**config.mk**
```make
export PLATFORM = sky130hd
export DESIGN_NAME = sipo_align_ctrl
export DESIGN_NICKNAME = d
export VERILOG_FILES = /design/src/rtl/sipo_align_ctrl.sv
export SDC_FILE = /design/constraint.sdc
export NUM_CORES = 1
export LEC_CHECK = 0
export CORE_MARGIN = 3
export CORE_UTILIZATION = 59
export DETAILED_ROUTE_END_ITERATION = 6
export PLACE_DENSITY_LB_ADDON = 0.3
export SLEW_MARGIN = 40
export SYNTH_ARGS = -nofsm -noshare
export SYNTH_HDL_FRONTEND = slang
export SYNTH_SLANG_ARGS = --single-unit
```
**constraint.sdc**
```tcl
create_clock -name clk_1250Mhrz -period 2.8 [get_ports clk_1250Mhrz]
set_input_delay 0.28 -clock clk_1250Mhrz [delete_from_list [all_inputs] [get_ports clk_1250Mhrz]]
set_output_delay 0.28 -clock clk_1250Mhrz [all_outputs]
set_load 0.02 [all_outputs]
```
**src/rtl/sipo_align_ctrl.sv**
```systemverilog
// Serial-to-parallel word aligner: hunts K28.5 commas, verifies word
// boundary lock and frames aligned 10-bit words for the 8b/10b decoder.
module sipo_align_ctrl #(
    parameter int LOCK_CNT = 3,
    parameter int MAX_GAP  = 4,
    parameter int LOSS_CNT = 3
) (
    input  logic       clk_1250Mhrz,
    input  logic       rst,
    input  logic       din,
    input  logic       realign,
    output logic [9:0] dout,
    output logic       dout_valid,
    output logic       dout_k,
    output logic       locked,
    output logic       align_err
);

    typedef enum logic [1:0] {
        HUNT,
        VERIFY,
        LOCKED
    } state_t;

    localparam logic [9:0] K_POS  = 10'b0011111010;
    localparam logic [9:0] K_NEG  = 10'b1100000101;
    localparam logic [7:0] LOCK_C = 8'(LOCK_CNT);
    localparam logic [7:0] GAP_C  = 8'(MAX_GAP);
    localparam logic [7:0] LOSS_C = 8'(LOSS_CNT);

    state_t     state_q, state_d;
    logic [9:0] sr_q, sr_d;
    logic [9:0] dout_q, dout_d;
    logic [3:0] bc_q, bc_d;
    logic [7:0] hit_q, hit_d;
    logic [7:0] gap_q, gap_d;
    logic [7:0] err_q, err_d;
    logic       dout_valid_q, dout_valid_d;
    logic       dout_k_q, dout_k_d;
    logic       locked_q, locked_d;
    logic       align_err_q, align_err_d;
    logic       comma;
    logic       aligned;

    assign comma   = (sr_q == K_POS) || (sr_q == K_NEG);
    assign aligned = (bc_q == 4'd0);

    always_comb begin
        sr_d         = {sr_q[8:0], din};
        bc_d         = (bc_q == 4'd9) ? 4'd0 : bc_q + 4'd1;
        state_d      = state_q;
        hit_d        = hit_q;
        gap_d        = gap_q;
        err_d        = err_q;
        dout_d       = dout_q;
        dout_k_d     = dout_k_q;
        dout_valid_d = 1'b0;
        align_err_d  = 1'b0;

        if (realign) begin
            state_d = HUNT;
            hit_d   = '0;
            gap_d   = '0;
            err_d   = '0;
        end else begin
            unique case (state_q)
                HUNT: begin
                    // A detected comma defines the boundary: re-phase bc here
                    if (comma) begin
                        bc_d     = 4'd1;
                        hit_d    = 8'd1;
                        gap_d    = '0;
                        dout_d   = sr_q;
                        dout_k_d = 1'b1;
                        state_d  = VERIFY;
                    end
                end
                VERIFY: begin
                    if (aligned) begin
                        dout_d   = sr_q;
                        dout_k_d = comma;
                        if (comma) begin
                            hit_d = hit_q + 8'd1;
                            if (hit_d == LOCK_C) begin
                                state_d = LOCKED;
                                err_d   = '0;
                            end
                        end else begin
                            gap_d = gap_q + 8'd1;
                            if (gap_d > GAP_C) begin
                                state_d = HUNT;
                            end
                        end
                    end else if (comma) begin
                        align_err_d = 1'b1;
                        state_d     = HUNT;
                    end
                end
                LOCKED: begin
                    if (aligned) begin
                        dout_d       = sr_q;
                        dout_k_d     = comma;
                        dout_valid_d = 1'b1;
                        if (comma) begin
                            err_d = '0;
                        end
                    end else if (comma) begin
                        // Stray commas only count; bc keeps its phase
                        align_err_d = 1'b1;
                        err_d       = err_q + 8'd1;
                        if (err_d == LOSS_C) begin
                            state_d = HUNT;
                        end
                    end
                end
                default: state_d = HUNT;
            endcase
        end

        locked_d = (state_d == LOCKED);
    end

    always_ff @(posedge clk_1250Mhrz) begin
        if (rst) begin
            state_q      <= HUNT;
            sr_q         <= '0;
            bc_q         <= '0;
            hit_q        <= '0;
            gap_q        <= '0;
            err_q        <= '0;
            dout_q       <= '0;
            dout_k_q     <= 1'b0;
            dout_valid_q <= 1'b0;
            locked_q     <= 1'b0;
            align_err_q  <= 1'b0;
        end else begin
            state_q      <= state_d;
            sr_q         <= sr_d;
            bc_q         <= bc_d;
            hit_q        <= hit_d;
            gap_q        <= gap_d;
            err_q        <= err_d;
            dout_q       <= dout_d;
            dout_k_q     <= dout_k_d;
            dout_valid_q <= dout_valid_d;
            locked_q     <= locked_d;
            align_err_q  <= align_err_d;
        end
    end

    assign dout       = dout_q;
    assign dout_k     = dout_k_q;
    assign dout_valid = dout_valid_q;
    assign locked     = locked_q;
    assign align_err  = align_err_q;

endmodule

```
==> results.sh, run 1 <==
export IMPL_ir_drop_mv=0.302
export IMPL_worstMarginPinSlew_ns=0.721
export IMPL_cts_sinks=54
export IMPL_seqPwrFrac=0.536
export IMPL_syn_area_um2=2880
export IMPL_hold_viol_final=0
export IMPL_postSynth_asyncResetShare=0
export IMPL_htree_levels=2
export IMPL_status="completed"
export IMPL_start_util=0.635
export IMPL_synthTopCellsByArea="dfxtp_1, nor2_1, mux2i_1"
export IMPL_clock_latency_ns=0.32
export IMPL_leakage_nw=1.11
export IMPL_synth_seq_cells=54
export IMPL_finClkSkew_ns=0.0117
export IMPL_remaining_drc_errors=0
export IMPL_max_cap_viol_count=0
export IMPL_place_port_buffers=17
export IMPL_final_cell_mix="dfxtp_1, nor2_1, a21oi_1"
export IMPL_min_period_over_period=0.840
export IMPL_rr_startpoint="sr_q[0]"
export IMPL_synth_edff_count=0
export IMPL_crit_path_max_fanout=15
export IMPL_yosysSeqAreaShare=0.375
export IMPL_dp_hpwl_mm=4.52
export IMPL_comb_power_share=0.036
export IMPL_crit_start="sr_q[0]"
export IMPL_fin_setup_tns_ns=0
export IMPL_postCtsHoldBufs=0
export IMPL_areaGrowthSynthToFinish_pct=12.0
export IMPL_grt_ovfl_total=0
export IMPL_vias=2575
export IMPL_routed_via_density=6.20
export IMPL_synthDominantCellAreaShare=0.375
export IMPL_syn_inst=335
export IMPL_core_um2=4530
export IMPL_track_usage=0.234
export IMPL_dieArea_um2=5760
export IMPL_maxSlewViolCount=0
export IMPL_worst_slack_ns=0.447
export IMPL_detail_route_first_pass_iterations=5
export IMPL_setup_violations=0
export IMPL_diodes=0
export IMPL_fin_cells=415
export IMPL_hp_class="reg -> reg"
export IMPL_clk_pin_slew_worst_paths_ns=0.10
export IMPL_final_common_cell="dfxtp_1"
export IMPL_globalplace_congestion=0.970
export IMPL_p_int_mw=1.15
export IMPL_worst_ep_arrival_time_ns=2.59
export IMPL_drt_initial_drc_count=202
export IMPL_power_density_nw_per_um2=452
export IMPL_critPathRequiredTime_ns=3.03
export IMPL_crit_path_start_kind="register"
export IMPL_cts_tree="built"
export IMPL_drive_above_1_share=0.0886
export IMPL_cts_setup_buffers=0
export IMPL_fillers=337
export IMPL_slew_headroom=0.519
export IMPL_yosys_warnings=0
export IMPL_cp_end_kind="register"
export IMPL_antenna_found_initial=0
export IMPL_path_class="reg -> reg"
export IMPL_nets=362
export IMPL_post_drt_wl_per_cell_um=15.2
export IMPL_total_power_mw=1.46
export IMPL_cts_resized=0
export IMPL_p_switching_mw=0.307
export IMPL_pin_count=18
export IMPL_grt_setup_unrepaired="false"
export IMPL_wl_mm=6.29
export IMPL_grt_pass1_vias=2345
export IMPL_synth_ff_type="dfxtp_1"
export IMPL_ys_types=68
export IMPL_rr_worst_depth=6
export IMPL_clock_root_buffer="clkbuf_8"
export IMPL_power_share_switching=0.211
export IMPL_yosysTopAreaCell="dfxtp_1"
export IMPL_r2r_end="hit_q[7]"
export IMPL_die_width_um=75.9
export IMPL_postSynthAreaPerCell_um2=8.60
export IMPL_grt_pass1_wl_mm=10.5
export IMPL_fmax_mhz=425
export IMPL_rrSetupSlack_ns=0.45
export IMPL_clk_path_buf_depth=2
export IMPL_pwr_share_clk=0.429
export IMPL_die_h_um=75.9
export IMPL_cts_buffers=5
export IMPL_syn_num_nets=348
export IMPL_cp_endpoint="hit_q[7]"
export IMPL_holdWs_ns=0.502
export IMPL_rows=24
export IMPL_place_inst=407
export IMPL_post_route_min_period_ns=2.35
export IMPL_place_ws_ns=0.511
export IMPL_grt_max_degree=21
export IMPL_ant_nets=0
[critical path, cell delays in order (launching register included)]
cell      delay [ns]
dfxtp_1         0.35
or4b_4          0.54
nor4_4          0.25
nor2_2          0.23
nor2_1          0.44
a41oi_1         0.19
a311oi_1        0.26
[layout make-up]
type                       count  area, µm²  share of cell area
timing repair buffer          21        200              0.0620
tap                           65       81.3              0.0252
multi-input combinational    257       1690               0.524
clock buffer                   5       68.8              0.0213
sequential                    54       1080               0.335
inverter                      10       37.5              0.0116
clock inverter                 3       68.8              0.0213
[registers in the layout (all words and copies together), names as in the netlist, 2 cells and up]
| signal | count |
|---|---|
| state_q | 2 |
| dout | 10 |
| hit_q | 8 |
| gap_q | 8 |
| err_q | 8 |
| sr_q | 10 |
| bc_q | 4 |
[cells by family (layout without fill, tap and decap cells)]
logic type	after synthesis	count (layout)	share of synthesized area
simple gates	146	146	0.289
fa+ha+maj	9	9	0.0391
mux	14	14	0.0486
compound gates	86	86	0.204
flops	54	54	0.375
xor+xnor	2	2	0.00608
buf+inv	24	39	0.0382
[stage by stage]
step	utilization	instance area, µm²
after floorplan	-	2880
after global placement	0.682	3090
after detailed placement	0.682	3090
after CTS	0.712	3230
after global routing	0.712	3230
final	0.712	3230
[metal layers]
layer / part of all wire / vias to the layer above / GRT usage
li1: - / 1260 / -
met1: 0.46 / 1217 / 0.305
met2: 0.46 / 83 / 0.379
met3: 0.057 / 15 / 0.0580
met4: 0.017 / 0 / 0.0777
met5: 0 / - / 0
[synthesized netlist by cell type (all sizes together) (2+ instances only)]
master,n
a32o,2
nand4,2
and3,8
o211ai,2
ha,9
clkbuf,9
or3,5
a31oi,6
nand2,20
nor3b,2
a21oi,25
dfxtp,54
nand2b,2
a211oi,4
nand3b,5
and4,2
a22oi,2
a211o,3
buf,5
nand3,11
o22ai,2
inv,10
or4,3
o31ai,3
nor3,15
a311oi,4
nor2b,14
nor2,43
or3b,3
mux2i,14
o21a,3
o41ai,2
o21ai,17
nor4,4
[worst min path at each step]
stage,endpoint,start,slack (ns),cells past startpoint
after floorplan,sr_q[0],din,0.41,1
after global placement,dout[6],dout[6],0.47,2
after detailed placement,dout[4],dout[4],0.49,2
after CTS,sr_q[2],sr_q[1],0.50,1
after global routing,sr_q[2],sr_q[1],0.52,1
final,sr_q[2],sr_q[1],0.50,1
[power groups by stage]
| stage | clock [mW] | combinational [mW] | sequential, mW |
|---|---|---|---|
| after global routing | 0.657 | 0.0572 | 0.782 |
| after floorplan | 0 | 0.0372 | 0.797 |
| after global placement | 0 | 0.0502 | 0.798 |
| after CTS | 0.634 | 0.0512 | 0.781 |
| after detailed placement | 0 | 0.0510 | 0.799 |
| final | 0.625 | 0.0519 | 0.781 |
Note: power is estimated with default switching activity, not from simulation.
==> inputs of run 2 (changes only) <==
==> constraint.sdc (replaced) <==
create_clock -name clk_1250Mhrz -period 2.4 [get_ports clk_1250Mhrz]
set_input_delay 0.24 -clock clk_1250Mhrz [delete_from_list [all_inputs] [get_ports clk_1250Mhrz]]
set_output_delay 0.24 -clock clk_1250Mhrz [all_outputs]
set_load 0.02 [all_outputs]
==> results.sh, run 2 (synthesis results as in run 1) <==
export IMPL_start_util=0.635
export IMPL_power_density_nw_per_um2=488
export IMPL_globalplace_congestion=0.908
export IMPL_post_drt_wl_per_cell_um=15.1
export IMPL_detail_route_first_pass_iterations=5
export IMPL_holdWs_ns=0.479
export IMPL_leakage_nw=1.14
export IMPL_worst_slack_ns=0.116
export IMPL_die_h_um=75.9
export IMPL_vias=2619
export IMPL_grtUsageMet3=0.0449
export IMPL_grt_ovfl_total=0
export IMPL_remaining_drc_errors=0
export IMPL_clk_path_buf_depth=2
export IMPL_dp_hpwl_mm=4.59
export IMPL_slew_headroom=0.633
export IMPL_final_common_cell="dfxtp_1"
export IMPL_drive_above_1_share=0.112
export IMPL_rr_worst_depth=6
export IMPL_crit_path_max_fanout=3
export IMPL_crit_start="sr_q[9]"
export IMPL_cp_end_kind="register"
export IMPL_clk_pin_slew_worst_paths_ns=0.10
export IMPL_hold_viol_final=0
export IMPL_worstMarginPinSlew_ns=0.550
export IMPL_grt_busiest_layer="met2"
export IMPL_gr_usage_met1=0.337
export IMPL_ir_drop_mv=0.385
export IMPL_status="completed"
export IMPL_max_cap_viol_count=0
export IMPL_setup_violations=0
export IMPL_path_class="reg -> reg"
export IMPL_cts_tree="built"
export IMPL_clock_root_buffer="clkbuf_8"
export IMPL_postCtsHoldBufs=0
export IMPL_place_port_buffers=17
export IMPL_place_ws_ns=0.110
export IMPL_grt_max_degree=22
export IMPL_areaGrowthSynthToFinish_pct=13.4
export IMPL_grt_pass1_vias=2409
export IMPL_core_um2=4530
export IMPL_routed_via_density=6.19
export IMPL_cts_sinks=54
export IMPL_finClkSkew_ns=0.00500
export IMPL_nets=370
export IMPL_fin_setup_tns_ns=0
export IMPL_track_usage=0.244
export IMPL_htree_levels=2
export IMPL_critPathRequiredTime_ns=2.61
export IMPL_diodes=0
export IMPL_grt_pass1_wl_mm=11.0
export IMPL_wl_mm=6.40
export IMPL_final_cell_mix="dfxtp_1, nor2_1, a21oi_1"
export IMPL_post_route_min_period_ns=2.28
export IMPL_hp_class="in -> reg"
export IMPL_rr_startpoint="sr_q[9]"
export IMPL_rrSetupSlack_ns=0.12
export IMPL_fmax_mhz=438
export IMPL_clock_latency_ns=0.31
export IMPL_antenna_found_initial=0
export IMPL_ant_nets=0
export IMPL_cts_buffers=5
export IMPL_rows=24
export IMPL_cp_endpoint="locked"
export IMPL_min_period_over_period=0.951
export IMPL_pin_count=18
export IMPL_worst_ep_arrival_time_ns=2.50
export IMPL_dieArea_um2=5760
export IMPL_grt_setup_unrepaired="false"
export IMPL_met2_usage=0.382
export IMPL_die_width_um=75.9
export IMPL_crit_path_start_kind="register"
export IMPL_drt_initial_drc_count=212
export IMPL_r2r_end="locked"
export IMPL_maxSlewViolCount=0
## run 2: cell count changes in the layout (fill, tap and decap cells not counted)
cell and delta:
buf_4 +8, bufinv_16 -1, clkinv_2 +1, clkinv_4 -1, inv_6 +1, o21ai_0 -1
o21ai_1 +1, or4_1 -1, or4_4 +1
## run 2: worst min path at each step
stage | cells past startpoint | start | end | slack (ns)
detailed placement | 2 | dout[8] | dout[8] | 0.49
CTS | 2 | din | sr_q[0] | 0.48
floorplan | 1 | din | sr_q[0] | 0.37
finish | 2 | din | sr_q[0] | 0.48
global placement | 1 | sr_q[1] | sr_q[2] | 0.47
global route | 2 | din | sr_q[0] | 0.49
## run 2: layout make-up
class	count	area, µm²
Clock buffer	5	68.8
Fill cell	357	1270
Timing Repair Buffer	29	260
Multi-Input combinational cell	257	1690
Inverter	10	37.5
Tap cell	65	81.3
Clock inverter	3	43.8
Sequential cell	54	1080
## run 2: timing repair
item	in CTS	in global routing
endpoints found under the hold margin	0	0
resized for setup	0	2
setup buffers	0	0
setup endpoints to repair	0	2
## run 2: metal layers
layer	part of all wire	routed length (µm)
met3	0.054	345
met5	0	0
met4	0.015	98
met1	0.46	2960
met2	0.47	3000
## run 2: where the power goes
part | switching [mW] | leakage, nW | internal [mW]
sequential | 0.00940 | 0.436 | 0.902
combinational | 0.0400 | 0.643 | 0.0269
clock | 0.304 | 0.0585 | 0.313
total | 0.353 | 1.14 | 1.24
## run 2: per-stage QoR
stage               cell area, µm²   util  power [mW]  cells
global route                  3270  0.720        1.64    423
global placement              3150  0.695       0.993    415
CTS                           3260  0.720        1.60    423
finish                        3270  0.720        1.59    423
detailed placement            3150  0.695       0.995    415
floorplan                     2880      -       0.973    335
## run 2: worst max-delay path, cell delays in order (launching register included)
cell	delay [ns]
dfxtp_1	0.35
or4b_4	0.57
nor4_4	0.27
o211ai_1	0.14
a211oi_2	0.33
o2111ai_1	0.22
a2111oi_2	0.32
